===== src/rtl/fetch_stage.sv =====
`timescale 1ns/1ps
// fetch_stage
// Instruction fetch for the 16-bit-instruction / 32-bit-datapath pipeline.
// Fetches 32-bit words from instruction memory, splits each into two
// halfword instructions, buffers them in a small FIFO and hands decode one
// instruction per cycle together with the PC of that instruction plus 4.
// Supports decode/load stalls, halfword-aligned branch redirects and a
// terminal halt on end of program.
module fetch_stage #(
   parameter logic [31:0] RESET_PC   = 32'h0000_0000,
   parameter int          FIFO_DEPTH = 4
) (
   input  logic        clk_i,
   input  logic        rst_i,
   input  logic        stall_i,
   input  logic        stall_pc_i,
   input  logic        branch_i,
   input  logic [31:0] branch_target_i,
   input  logic        end_program_i,
   output logic        imem_req_o,
   output logic [31:0] imem_addr_o,
   input  logic        imem_valid_i,
   input  logic [31:0] imem_rdata_i,
   output logic [15:0] instr_o,
   output logic        instr_en_o,
   output logic [31:0] next_programm_counter_o,
   output logic        halt_o
);

   localparam int PTR_W = (FIFO_DEPTH > 1) ? $clog2(FIFO_DEPTH) : 1;
   localparam int CNT_W = PTR_W + 1;
   localparam logic [CNT_W:0] DEPTH_W  = (CNT_W + 1)'(FIFO_DEPTH);
   localparam logic [CNT_W:0] MIN_FREE = (CNT_W + 1)'(2);

   // RUN: idle, WAIT: one request outstanding, HALT: terminal until reset.
   localparam logic [1:0] ST_RUN  = 2'd0;
   localparam logic [1:0] ST_WAIT = 2'd1;
   localparam logic [1:0] ST_HALT = 2'd2;

   logic [1:0]       state, state_n;
   logic [15:0]      fifo_mem [FIFO_DEPTH];
   logic [PTR_W-1:0] rd_ptr, wr_ptr, wr_ptr_nx1;
   logic [CNT_W-1:0] count;
   logic [31:0]      fetch_pc;   // next word address to request
   logic [31:0]      head_pc;    // address of the instruction at the FIFO head
   logic [31:0]      req_addr;
   logic             skip_low;   // next kept word starts at its high halfword
   logic             discard;    // outstanding response belongs to a flushed path
   logic             req_q;

   logic             is_halt, branch_act, rsp, rsp_keep, pop, issue;
   logic [1:0]       push_cnt;
   logic [CNT_W:0]   free_after_pop;
   logic             unused_ok;

   assign is_halt    = (state == ST_HALT);
   assign branch_act = branch_i & ~is_halt;

   // Decode sees nothing in a redirect cycle: the FIFO is being flushed.
   assign instr_en_o = (count != '0) & ~is_halt & ~branch_i;
   assign instr_o    = instr_en_o ? fifo_mem[rd_ptr] : 16'hFFFF;
   assign pop        = instr_en_o & ~stall_i & ~stall_pc_i;

   // A response is only meaningful while waiting; RUN and HALT ignore it.
   assign rsp      = (state == ST_WAIT) & imem_valid_i;
   assign rsp_keep = rsp & ~discard & ~branch_i;
   assign push_cnt = rsp_keep ? (skip_low ? 2'd1 : 2'd2) : 2'd0;

   // Requesting only with two free slots guarantees room for a whole word.
   assign free_after_pop = DEPTH_W - {1'b0, count} + {{CNT_W{1'b0}}, pop};
   assign issue = (state == ST_RUN) & ~branch_i & ~end_program_i &
                  (free_after_pop >= MIN_FREE);

   assign wr_ptr_nx1 = wr_ptr + PTR_W'(1);

   assign imem_req_o              = req_q;
   assign imem_addr_o             = req_addr;
   assign next_programm_counter_o = head_pc + 32'd4;
   assign halt_o                  = is_halt;

   // Branch targets are halfword aligned, so bit 0 carries no information.
   assign unused_ok = &{1'b0, branch_target_i[0]};

   // Next-state selection: redirect beats end of program beats normal flow.
   always_comb begin
      // NOTE: default every always_comb output first so no path infers a latch.
      state_n = state;
      case (state)
         ST_RUN: begin
            if (branch_i)           state_n = ST_RUN;
            else if (end_program_i) state_n = ST_HALT;
            else if (issue)         state_n = ST_WAIT;
         end
         ST_WAIT: begin
            if (branch_i)           state_n = imem_valid_i ? ST_RUN : ST_WAIT;
            else if (end_program_i) state_n = ST_HALT;
            else if (imem_valid_i)  state_n = ST_RUN;
         end
         default: state_n = ST_HALT;
      endcase
   end

   // Control state, fetch/head program counters and FIFO pointers.
   always_ff @(posedge clk_i or negedge rst_i) begin
      // NOTE: sequential state uses non-blocking assignments so every register
      // samples the pre-edge values regardless of statement order.
      if (!rst_i) begin
         state    <= ST_RUN;
         fetch_pc <= {RESET_PC[31:2], 2'b00};
         skip_low <= RESET_PC[1];
         head_pc  <= {RESET_PC[31:1], 1'b0};
         discard  <= 1'b0;
         req_q    <= 1'b0;
         req_addr <= '0;
         rd_ptr   <= '0;
         wr_ptr   <= '0;
         count    <= '0;
      end else begin
         state <= state_n;
         req_q <= issue;
         if (issue) req_addr <= fetch_pc;

         if (branch_act) begin
            fetch_pc <= {branch_target_i[31:2], 2'b00};
            skip_low <= branch_target_i[1];
            head_pc  <= {branch_target_i[31:1], 1'b0};
            // A response landing in this very cycle is simply dropped; one
            // still in flight must be dropped when it arrives.
            discard  <= (state == ST_WAIT) & ~imem_valid_i;
            rd_ptr   <= '0;
            wr_ptr   <= '0;
            count    <= '0;
         end else begin
            if (rsp) discard <= 1'b0;
            if (rsp_keep) begin
               fetch_pc <= fetch_pc + 32'd4;
               skip_low <= 1'b0;
            end
            if (pop) head_pc <= head_pc + 32'd2;
            rd_ptr <= rd_ptr + PTR_W'(pop);
            wr_ptr <= wr_ptr + PTR_W'(push_cnt);
            count  <= count + CNT_W'(push_cnt) - CNT_W'(pop);
         end
      end
   end

   // Halfword storage; a word writes one or two consecutive entries.
   always_ff @(posedge clk_i) begin
      // NOTE: the storage array has no reset; the occupancy count alone
      // decides which entries are meaningful.
      if (push_cnt != 2'd0)
         fifo_mem[wr_ptr] <= skip_low ? imem_rdata_i[31:16] : imem_rdata_i[15:0];
      if (push_cnt == 2'd2)
         fifo_mem[wr_ptr_nx1] <= imem_rdata_i[31:16];
   end

endmodule


===== config.mk =====
export PLATFORM = sky130hd
export DESIGN_NAME = fetch_stage
export DESIGN_NICKNAME = d
export VERILOG_FILES = /design/src/rtl/fetch_stage.sv
export SDC_FILE = /design/constraint.sdc
export NUM_CORES = 1
export LEC_CHECK = 0
export CORE_AREA = 4 4 152 183
export CTS_CLUSTER_DIAMETER = 200
export DETAILED_ROUTE_END_ITERATION = 16
export DIE_AREA = 0 0 156 187
export PLACE_DENSITY = 0.53
export SLEW_MARGIN = 15
export SYNTH_ARGS = -nofsm -noshare
export SYNTH_HDL_FRONTEND = slang
export SYNTH_SLANG_ARGS = --single-unit

===== constraint.sdc =====
create_clock -name clk_i -period 5.53 [get_ports clk_i]
set_input_delay 1.106 -clock clk_i [delete_from_list [all_inputs] [get_ports clk_i]]
set_output_delay 1.106 -clock clk_i [all_outputs]
set_load 0.005 [all_outputs]

==> flow_metrics.tcl <==
set metrics [dict create \
    path_max_fanout 8 \
    vias 6577 \
    finalCritPeriodShare 0.761 \
    cp.arrival_ns 3.10 \
    critPathCaptureType "output pin" \
    cts_sinks 167 \
    grt-ovfl-total 0 \
    fp.dieArea_um2 29200 \
    drive_above_1_share 0.197 \
    place_area_um2 10900 \
    grt_pass1_vias 6946 \
    tritoncts "yes" \
    hold_violations 0 \
    hold_class "flip-flop to flip-flop" \
    placement_rows 65 \
    final_util 0.438 \
    critPathSlowestCell "nor3_2" \
    port_buffers 149 \
    skew_ns 0.0167 \
    synth_enable_flop_cells 64 \
    switching_share 0.327 \
    n_antenna_cell 0 \
    cts_resized 0 \
    dp_hpwl_mm 18.1 \
    fin_area_um2 11400 \
    slew_headroom 0.238 \
    routabilityCongestion 0.806 \
    grt_pass1_wl_mm 39.8 \
    syn_avg_cell_area_um2 11.4 \
    vdd_drop_max_uv 195 \
    intPower_mw 2.91 \
    ant_nets 0 \
    rsz0062_at_grt "false" \
    clockBufferDepth 2 \
    power_frac_clock 0.275 \
    yosysSeqAreaShare 0.501 \
    comb_power_share 0.301 \
    routed_wl_mm 25.2 \
    die_h_um 187 \
    cts_setup_buffers 0 \
    die_width_um 156 \
    maxCapViolCount 0 \
    required_ns 4.42 \
    cts_root_buf "clkbuf_16" \
    initialDrtViolationCount 353 \
    crit_chain "nand4_1 -> nor3_2 -> nand4_1 -> nor2_1 -> xor2_1 -> clkdlybuf4s50_1" \
    synth_area_um2 8980 \
    ys_async_sr_fraction 0.617 \
    synth_cell_type_count 58 \
    drc_errors 0 \
    htreeDepth 4 \
    fmax_mhz 238 \
    cpMostUsedCell "nand4_1" \
    antenna_found_initial 0 \
    worstMarginPinSlew_ns 1.13 \
    wl_per_cell_um 19.8 \
    slew_viol_final 0 \
    critPathKind "flip-flop to output pin" \
    min_period_ns 4.21 \
    layout_setup_ws_ns 1.32 \
    nets 1008 \
    status "finished clean" \
    power_switching_mw 1.41 \
    grt_start_max_net_pins 72 \
    yosysWarningCount 0 \
    holdWs_ns 0.505 \
    synthCells 786 \
    cts_hold_buffers 0 \
    seqPwrFrac 0.425 \
    numCtsBuffers 17 \
    cellLeakagePower_nw 4.17 \
    core_area_um2 26100 \
    start_util 0.344 \
    io_pins 154 \
    insertion_delay_ns 0.44 \
    ys_ff_latch 167 \
    crit_path_start_kind "flip-flop" \
    fin_tns_setup_ns 0 \
    drt_first_pass_iters 5 \
    setup_viol 0 \
    place_ws_ns 1.42 \
    drt-vias-per-instance 5.16 \
    cpPeakStageDelay_ns 0.68 \
    clk_pin_slew_worst_paths_ns 0.07 \
    grtUsageTotal 0.177 \
    syn_to_final_growth_pct 27.3 \
    yosys_most_used_dff "dfrtp_1" \
    cellPowerDensity_nw_per_um2 378 \
]
## Yosys cell counts (4+ instances only)
master	instances	area [um2]
a21oi_1	50	250
a31oi_1	10	62.6
and2_1	8	50.1
and3_1	9	56.3
and4_1	4	35.0
buf_2	11	55.1
buf_4	5	37.5
clkbuf_1	27	101
dfrtp_1	103	2580
edfxtp_1	64	1920
ha_1	10	125
inv_1	15	56.3
mux2_2	94	1060
mux4_2	16	360
nand2_1	51	191
nand2b_1	18	113
nand3_1	34	170
nand4_1	23	144
nor2_1	62	233
nor2b_1	4	25.0
nor3_1	15	75.1
nor3_2	4	40.0
nor4_1	11	68.8
o21ai_0	12	60.1
or3_1	5	31.3
xnor2_1	41	359
xor2_1	38	333
## per-stage QoR
| stage | power, mW | instances |
|---|---|---|
| floorplan | 2.54 | 788 |
| global placement | 3.17 | 1242 |
| detailed placement | 3.18 | 1242 |
| CTS | 4.39 | 1274 |
| global route | 4.59 | 1274 |
| finish | 4.32 | 1274 |
## layout by cell type (no fill, tap or decap), types with 23 or more instances in the layout
cell and n:
nand2_1 51, dfrtp_1 102, clkdlybuf4s50_1 148, xnor2_1 41, mux2_2 94, edfxtp_1 64
nand3_1 34, a21oi_1 48, xor2_1 38, nor2_1 61, nand4_1 23
## final timing paths
| check | startpoint | to | slack [ns] | cells past startpoint |
|---|---|---|---|---|
| worst max-delay path | head_pc[5] | next_programm_counter_o[30] | 1.32 | 6 |
| worst min-delay path | imem_addr_o[15] | imem_addr_o[15] | 0.51 | 1 |
| worst max register to register | state[1] | imem_addr_o[25] | 2.35 | 12 |
| worst min register to register | imem_addr_o[15] | imem_addr_o[15] | 0.51 | 1 |
| max in group asynchronous | rst_i | head_pc[2] | 3.69 | 2 |
| min in group asynchronous | rst_i | head_pc[28] | 0.80 | 1 |
## cells by family (layout without fill, tap and decap cells)
logic type / count (synthesis) / in the layout / synth area share
simple gates: 265 / 265 / 0.157
mux: 112 / 112 / 0.160
xor+xnor: 79 / 79 / 0.0770
compound gates: 89 / 89 / 0.0581
buf+inv: 62 / 213 / 0.0304
fa+ha+maj: 11 / 11 / 0.0162
flops: 167 / 167 / 0.501
other cells: 1 / 3 / 0.000417
## flip-flops by register name (all words and copies together), names as in the netlist
signal / count
imem_req_o: 1
head_pc: 31
wr_ptr: 2
count: 3
imem_addr_o: 30
fifo_mem: 64
fetch_pc: 30
skip_low: 1
state: 2
rd_ptr: 2
discard: 1
## worst max-delay path: cells and delay by family, from the launching register on
kind / cells / cell delay, ns
buffers and inverters: 1 / 0.51
AND/OR/NAND/NOR: 4 / 1.51
flip-flops: 1 / 0.48
XOR/XNOR: 1 / 0.15
## final cells by class
cell class | instances | area (um2)
Sequential cell | 167 | 4500
Inverter | 15 | 56.3
Multi-Input combinational cell | 559 | 4250
Clock buffer | 17 | 425
Tap cell | 335 | 419
Fill cell | 2523 | 14700
Timing Repair Buffer | 166 | 1630
Clock inverter | 15 | 159
## power by group through the flow
stage,Combinational (mW),Sequential (mW),Clock [mW]
global route,1.43,1.88,1.28
global placement,1.31,1.86,0
detailed placement,1.31,1.86,0
CTS,1.32,1.84,1.23
floorplan,0.809,1.73,0
finish,1.30,1.84,1.19
## layer usage
metal / GRT usage / part of all wire / vias to the layer above
li1: - / - / 3143
met1: 0.221 / 0.42 / 3215
met2: 0.305 / 0.51 / 189
met3: 0.0319 / 0.049 / 30
met4: 0.0613 / 0.025 / 0
met5: 0 / 0 / -
No activity file was read; power rests on OpenSTA's default activity.
